### config.mk
export PLATFORM = sky130hd
export DESIGN_NAME = ifu_fetch
export DESIGN_NICKNAME = d
export VERILOG_FILES = /design/src/rtl/ifu_fetch.sv
export SDC_FILE = /design/constraint.sdc
export NUM_CORES = 1
export LEC_CHECK = 0
export ABC_AREA = 1
export BUFFER_PORTS_ARGS = -buffer_cell sky130_fd_sc_hd__buf_2
export CAP_MARGIN = 5
export CELL_PAD_IN_SITES_DETAIL_PLACEMENT = 1
export CELL_PAD_IN_SITES_GLOBAL_PLACEMENT = 1
export CORE_MARGIN = 5
export CORE_UTILIZATION = 29
export DETAILED_ROUTE_END_ITERATION = 16
export PLACE_DENSITY = 0.85
export SYNTH_ARGS = -nofsm -noshare
export SYNTH_HDL_FRONTEND = slang
export SYNTH_SLANG_ARGS = --single-unit
### constraint.sdc
create_clock -name clk_i -period 1.44 [get_ports clk_i]
set_input_delay 0.072 -clock clk_i [delete_from_list [all_inputs] [get_ports clk_i]]
set_output_delay 0.072 -clock clk_i [all_outputs]
set_load 0.005 [all_outputs]
### src/rtl/ifu_fetch.sv
// Instruction fetch unit: one fetch in flight, AXI4-Lite-style read channel,
// hands the fetched word (or an error code) to decode, then waits for the next PC.
module ifu_fetch #(
  parameter int unsigned       PC_W     = 32,
  parameter int unsigned       INST_W   = 32,
  parameter logic [PC_W-1:0]   RESET_PC = 32'h8000_0000
) (
  input  logic              clk_i,
  input  logic              rst_n_i,
  input  logic              npc_valid_i,
  input  logic [PC_W-1:0]   npc_i,
  output logic [PC_W-1:0]   araddr_o,
  output logic              arvalid_o,
  input  logic              arready_i,
  input  logic [INST_W-1:0] rdata_i,
  input  logic [1:0]        rresp_i,
  input  logic              rvalid_i,
  output logic              rready_o,
  output logic [INST_W-1:0] inst_o,
  output logic [PC_W-1:0]   pc_o,
  output logic              inst_valid_o,
  input  logic              inst_ready_i,
  output logic [1:0]        fetch_err_o
);

  localparam int unsigned ERR_W = 2;

  typedef enum logic [2:0] {
    BOOT  = 3'd0,
    CHK   = 3'd1,
    AR    = 3'd2,
    R     = 3'd3,
    OUT   = 3'd4,
    WAIT  = 3'd5
  } state_t;

  state_t             state;
  state_t             state_nxt;
  logic [PC_W-1:0]    pc;
  logic [INST_W-1:0]  inst;
  logic [ERR_W-1:0]   err;
  logic               arvalid;
  logic               rready;
  logic               inst_valid;
  logic               misaligned;

  assign misaligned = (pc[1:0] != 2'b00);

  // Next-state decode; each handshake input only matters in its own state.
  always_comb begin
    state_nxt = state;
    case (state)
      BOOT:    state_nxt = CHK;
      CHK:     state_nxt = misaligned ? OUT : AR;
      AR:      if (arready_i)    state_nxt = R;
      R:       if (rvalid_i)     state_nxt = OUT;
      OUT:     if (inst_ready_i) state_nxt = WAIT;
      WAIT:    if (npc_valid_i)  state_nxt = CHK;
      default: state_nxt = BOOT;
    endcase
  end

  // State, PC, payload and handshake flags; flags follow the next state so they are registered.
  always_ff @(posedge clk_i) begin
    if (!rst_n_i) begin
      state      <= BOOT;
      pc         <= RESET_PC;
      inst       <= '0;
      err        <= '0;
      arvalid    <= 1'b0;
      rready     <= 1'b0;
      inst_valid <= 1'b0;
    end else begin
      state      <= state_nxt;
      arvalid    <= (state_nxt == AR);
      rready     <= (state_nxt == R);
      inst_valid <= (state_nxt == OUT);
      if (state == CHK && misaligned) begin
        inst <= '0;
        err  <= ERR_W'(2);
      end
      if (state == R && rvalid_i) begin
        inst <= rdata_i;
        err  <= (rresp_i == 2'b00) ? ERR_W'(0) : ERR_W'(1);
      end
      if (state == WAIT && npc_valid_i) begin
        pc <= npc_i;
      end
    end
  end

  assign araddr_o     = pc;
  assign pc_o         = pc;
  assign arvalid_o    = arvalid;
  assign rready_o     = rready;
  assign inst_valid_o = inst_valid;
  assign inst_o       = inst;
  assign fetch_err_o  = err;

  // A next-PC pulse outside WAIT is lost; flag it as a protocol violation.
  npc_only_in_wait: assert property (@(posedge clk_i) disable iff (!rst_n_i)
    npc_valid_i |-> (state == WAIT));

  // The address request is held stable until accepted.
  ar_held: assert property (@(posedge clk_i) disable iff (!rst_n_i)
    (arvalid_o && !arready_i) |=> (arvalid_o && $stable(araddr_o)));

endmodule

==> flow_summary.ini <==
[synthesis]
syn_inst = 365
muxShareOfSynthArea_pct = 0
synth_top_area_cell = dfxtp_1
netlist_area_um2 = 2890
ys_warn_count = 0
synth_top_family_by_area = simple AND/OR/NAND/NOR gates
yosysTopAreaCellShare_pct = 49.8
synthSimpleGateAreaFrac_pct = 23.5
synth_seq_cells = 72
synth_fa_ha_area_share_pct = 0
ys_top_cells_by_area = dfxtp_1 50%, nor2_1 8.7%, buf_4 8.3%, a21oi_1 6.6%, nand3_1 6.2%
synth_compound_area_share_pct = 12.3
syn_nets = 437
synth_xor_area_share_pct = 0
yosysSeqAreaShare_pct = 49.8
yosysUniqueCellTypes = 17
postSynthAreaPerCell_um2 = 7.93

[pwr]
p_total_mw = 4.64
ir_drop_mv = 0.649
power_density_nw_per_um2 = 1040
p_leak_nw = 2.13

[final_layout]
final_nets = 629
fin_cells = 696
syn_to_final_growth_pct = 54.3
final_layout_size_suffix_gt1_share_pct = 37.4

[placed_design]
hpwlAfterDp_um = 7430
gp_congestion = 0.755
io_buffers = 172
dp_cells = 629

[route]
routed_wl_um = 11000
drt-wirelength-per-cell_um = 15.8
drtPass1Iterations = 4
drc_errors = 0
via_per_inst = 4.53
ant_nets = 0
first_iter_violations = 130
vias = 3153

[timing]
slew_headroom_pct = 78.4
finalMaxSlewViolations = 0
fin_worst_skew_ns = 0.0100
fmax_mhz = 744
finalCritPeriodShare_pct = 93.4
period_minus_slack_ns = 1.34
holdWs_ns = 0.00829
setup-tns-final_ns = 0
hold_viol = 0
setup_viol_count_final = 0
tightestPinTransition_ns = 0.324

[critical_path]
start_kind = flop
worstRegToRegCells = 6
cp.required_ns = 1.66
criticalPathCategory = reg2reg
cp_max_fo = 20
critPathCaptureType = flop
arrival_ns = 1.57

[clock_tree]
clkSinkCount = 72
post_cts_buffers = 0
cts.path.max_buffers = 2
clock_latency_ns = 0.33
cts-root-buf = clkbuf_8
clkTransAtPathRegs_ns = 0.08
cts_tree = done
cts-htree-levels = 3
numCtsBuffers = 9

[die]
start_util_pct = 29.7
die_x_um = 110
core-area_um2 = 9730
fp.dieH_um = 110
num_rows = 36
die-area_um2 = 12100
io_pins = 173

[job]
cap_viol_max_count = 0

[global_route]
gr-usage-all-layers_pct = 17.7
overflow = 0
grt_pass1_wl_um = 16600
grt_max_degree = 34
grt_pass1_vias = 3465
antenna_found_initial = 1

[status]
status = completed

[worst_hold_path]
hp-class = in2reg
whs_path_depth = 3
==> worst max-delay path: stages (launching register included) <==
cell and delay, ns:
dfxtp_1 0.35, inv_2 0.05, nor2_2 0.16, nand3_4 0.19, buf_12 0.20, o21ai_0 0.21
nor2_1 0.08
==> routing by layer <==
layer  wire (um)  GRT usage [%]  vias to the layer above
li1            -              -                     1539
met1        3900           17.2                     1480
met2        6140           35.4                      104
met3         559           3.05                       30
met4         374           8.19                        0
met5           0              0                        -
==> kinds of logic (layout without fill, tap and decap cells) <==
| kind of cell | count (synthesis) | in the layout |
|---|---|---|
| flops | 72 | 72 |
| compound gates | 71 | 71 |
| buf+inv | 63 | 260 |
| other cells | 0 | 1 |
| simple gates | 159 | 159 |
==> final timing paths <==
kind / slack [ns] / end / startpoint
max: 0.1 / araddr_o[10] / state[2]
min: 0.008 / araddr_o[5] / npc_i[5]
max reg2reg: 0.1 / araddr_o[10] / state[2]
min reg2reg: 0.48 / inst_o[3] / inst_o[3]
==> flip-flops by register name, indices dropped and copies added (netlist names) <==
register      count
araddr_o         32
rready_o          1
arvalid_o         1
fetch_err_o       2
inst_o           32
state             3
inst_valid_o      1
==> cell usage after synthesis <==
master    number
dfxtp_1       72
nor2_1        67
nand2_1       48
a21oi_1       38
nand3_1       36
o21ai_0       33
buf_4         32
clkbuf_1       9
buf_6          7
inv_1          7
buf_2          6
inv_2          2
nand3_2        2
nand4_1        2
nor2_2         2
nand2_2        1
nor3_4         1
==> through the flow <==
stage | util [%] | cell area [um2] | worst slack [ns]
detailed placement | 38.0 | 3700 | 0.0272
CTS | 45.7 | 4440 | 0.0166
floorplan | - | 2890 | 0.213
finish | 45.9 | 4460 | 0.0954
global route | 45.9 | 4460 | -0.0679
global placement | 38.0 | 3700 | 0.122
==> cell type report <==
class	count	area, um2
fill	1271	5270
timing repair buffer	235	1520
sequential	72	1440
multi-input combinational	230	1040
tap	133	166
clock buffer	11	151
clock inverter	5	103
inverter	9	33.8
antenna	1	2.50
==> cells in the final DEF (no fill, tap or decap) <==
master / synthesis / layout
a21oi_1: 38 / 38
buf_12: 0 / 5
buf_2: 6 / 172
buf_4: 32 / 8
bufinv_16: 0 / 3
clkbuf_8: 0 / 11
clkinv_2: 0 / 1
clkinvlp_4: 0 / 1
dfxtp_1: 72 / 71
dfxtp_2: 0 / 1
diode_2: 0 / 1
dlygate4sd3_1: 0 / 50
inv_1: 7 / 7
inv_2: 2 / 2
nand2_1: 48 / 48
nand2_2: 1 / 1
nand3_1: 36 / 36
nand3_2: 2 / 1
nand3_4: 0 / 1
nand4_1: 2 / 2
nor2_1: 67 / 67
nor2_2: 2 / 2
nor3_4: 1 / 1
o21ai_0: 33 / 33
==> repair_timing <==
item	CTS	global route
hold buffers	49	1
resized for setup	0	2
setup endpoints to repair	0	59
endpoints found under the hold margin	49	1
==> where the power goes <==
part | internal (mW) | switching, mW
combinational | 0.285 | 0.261
sequential | 2.04 | 0.0407
clock | 1.24 | 0.764
(Power assumes the default switching activity.)
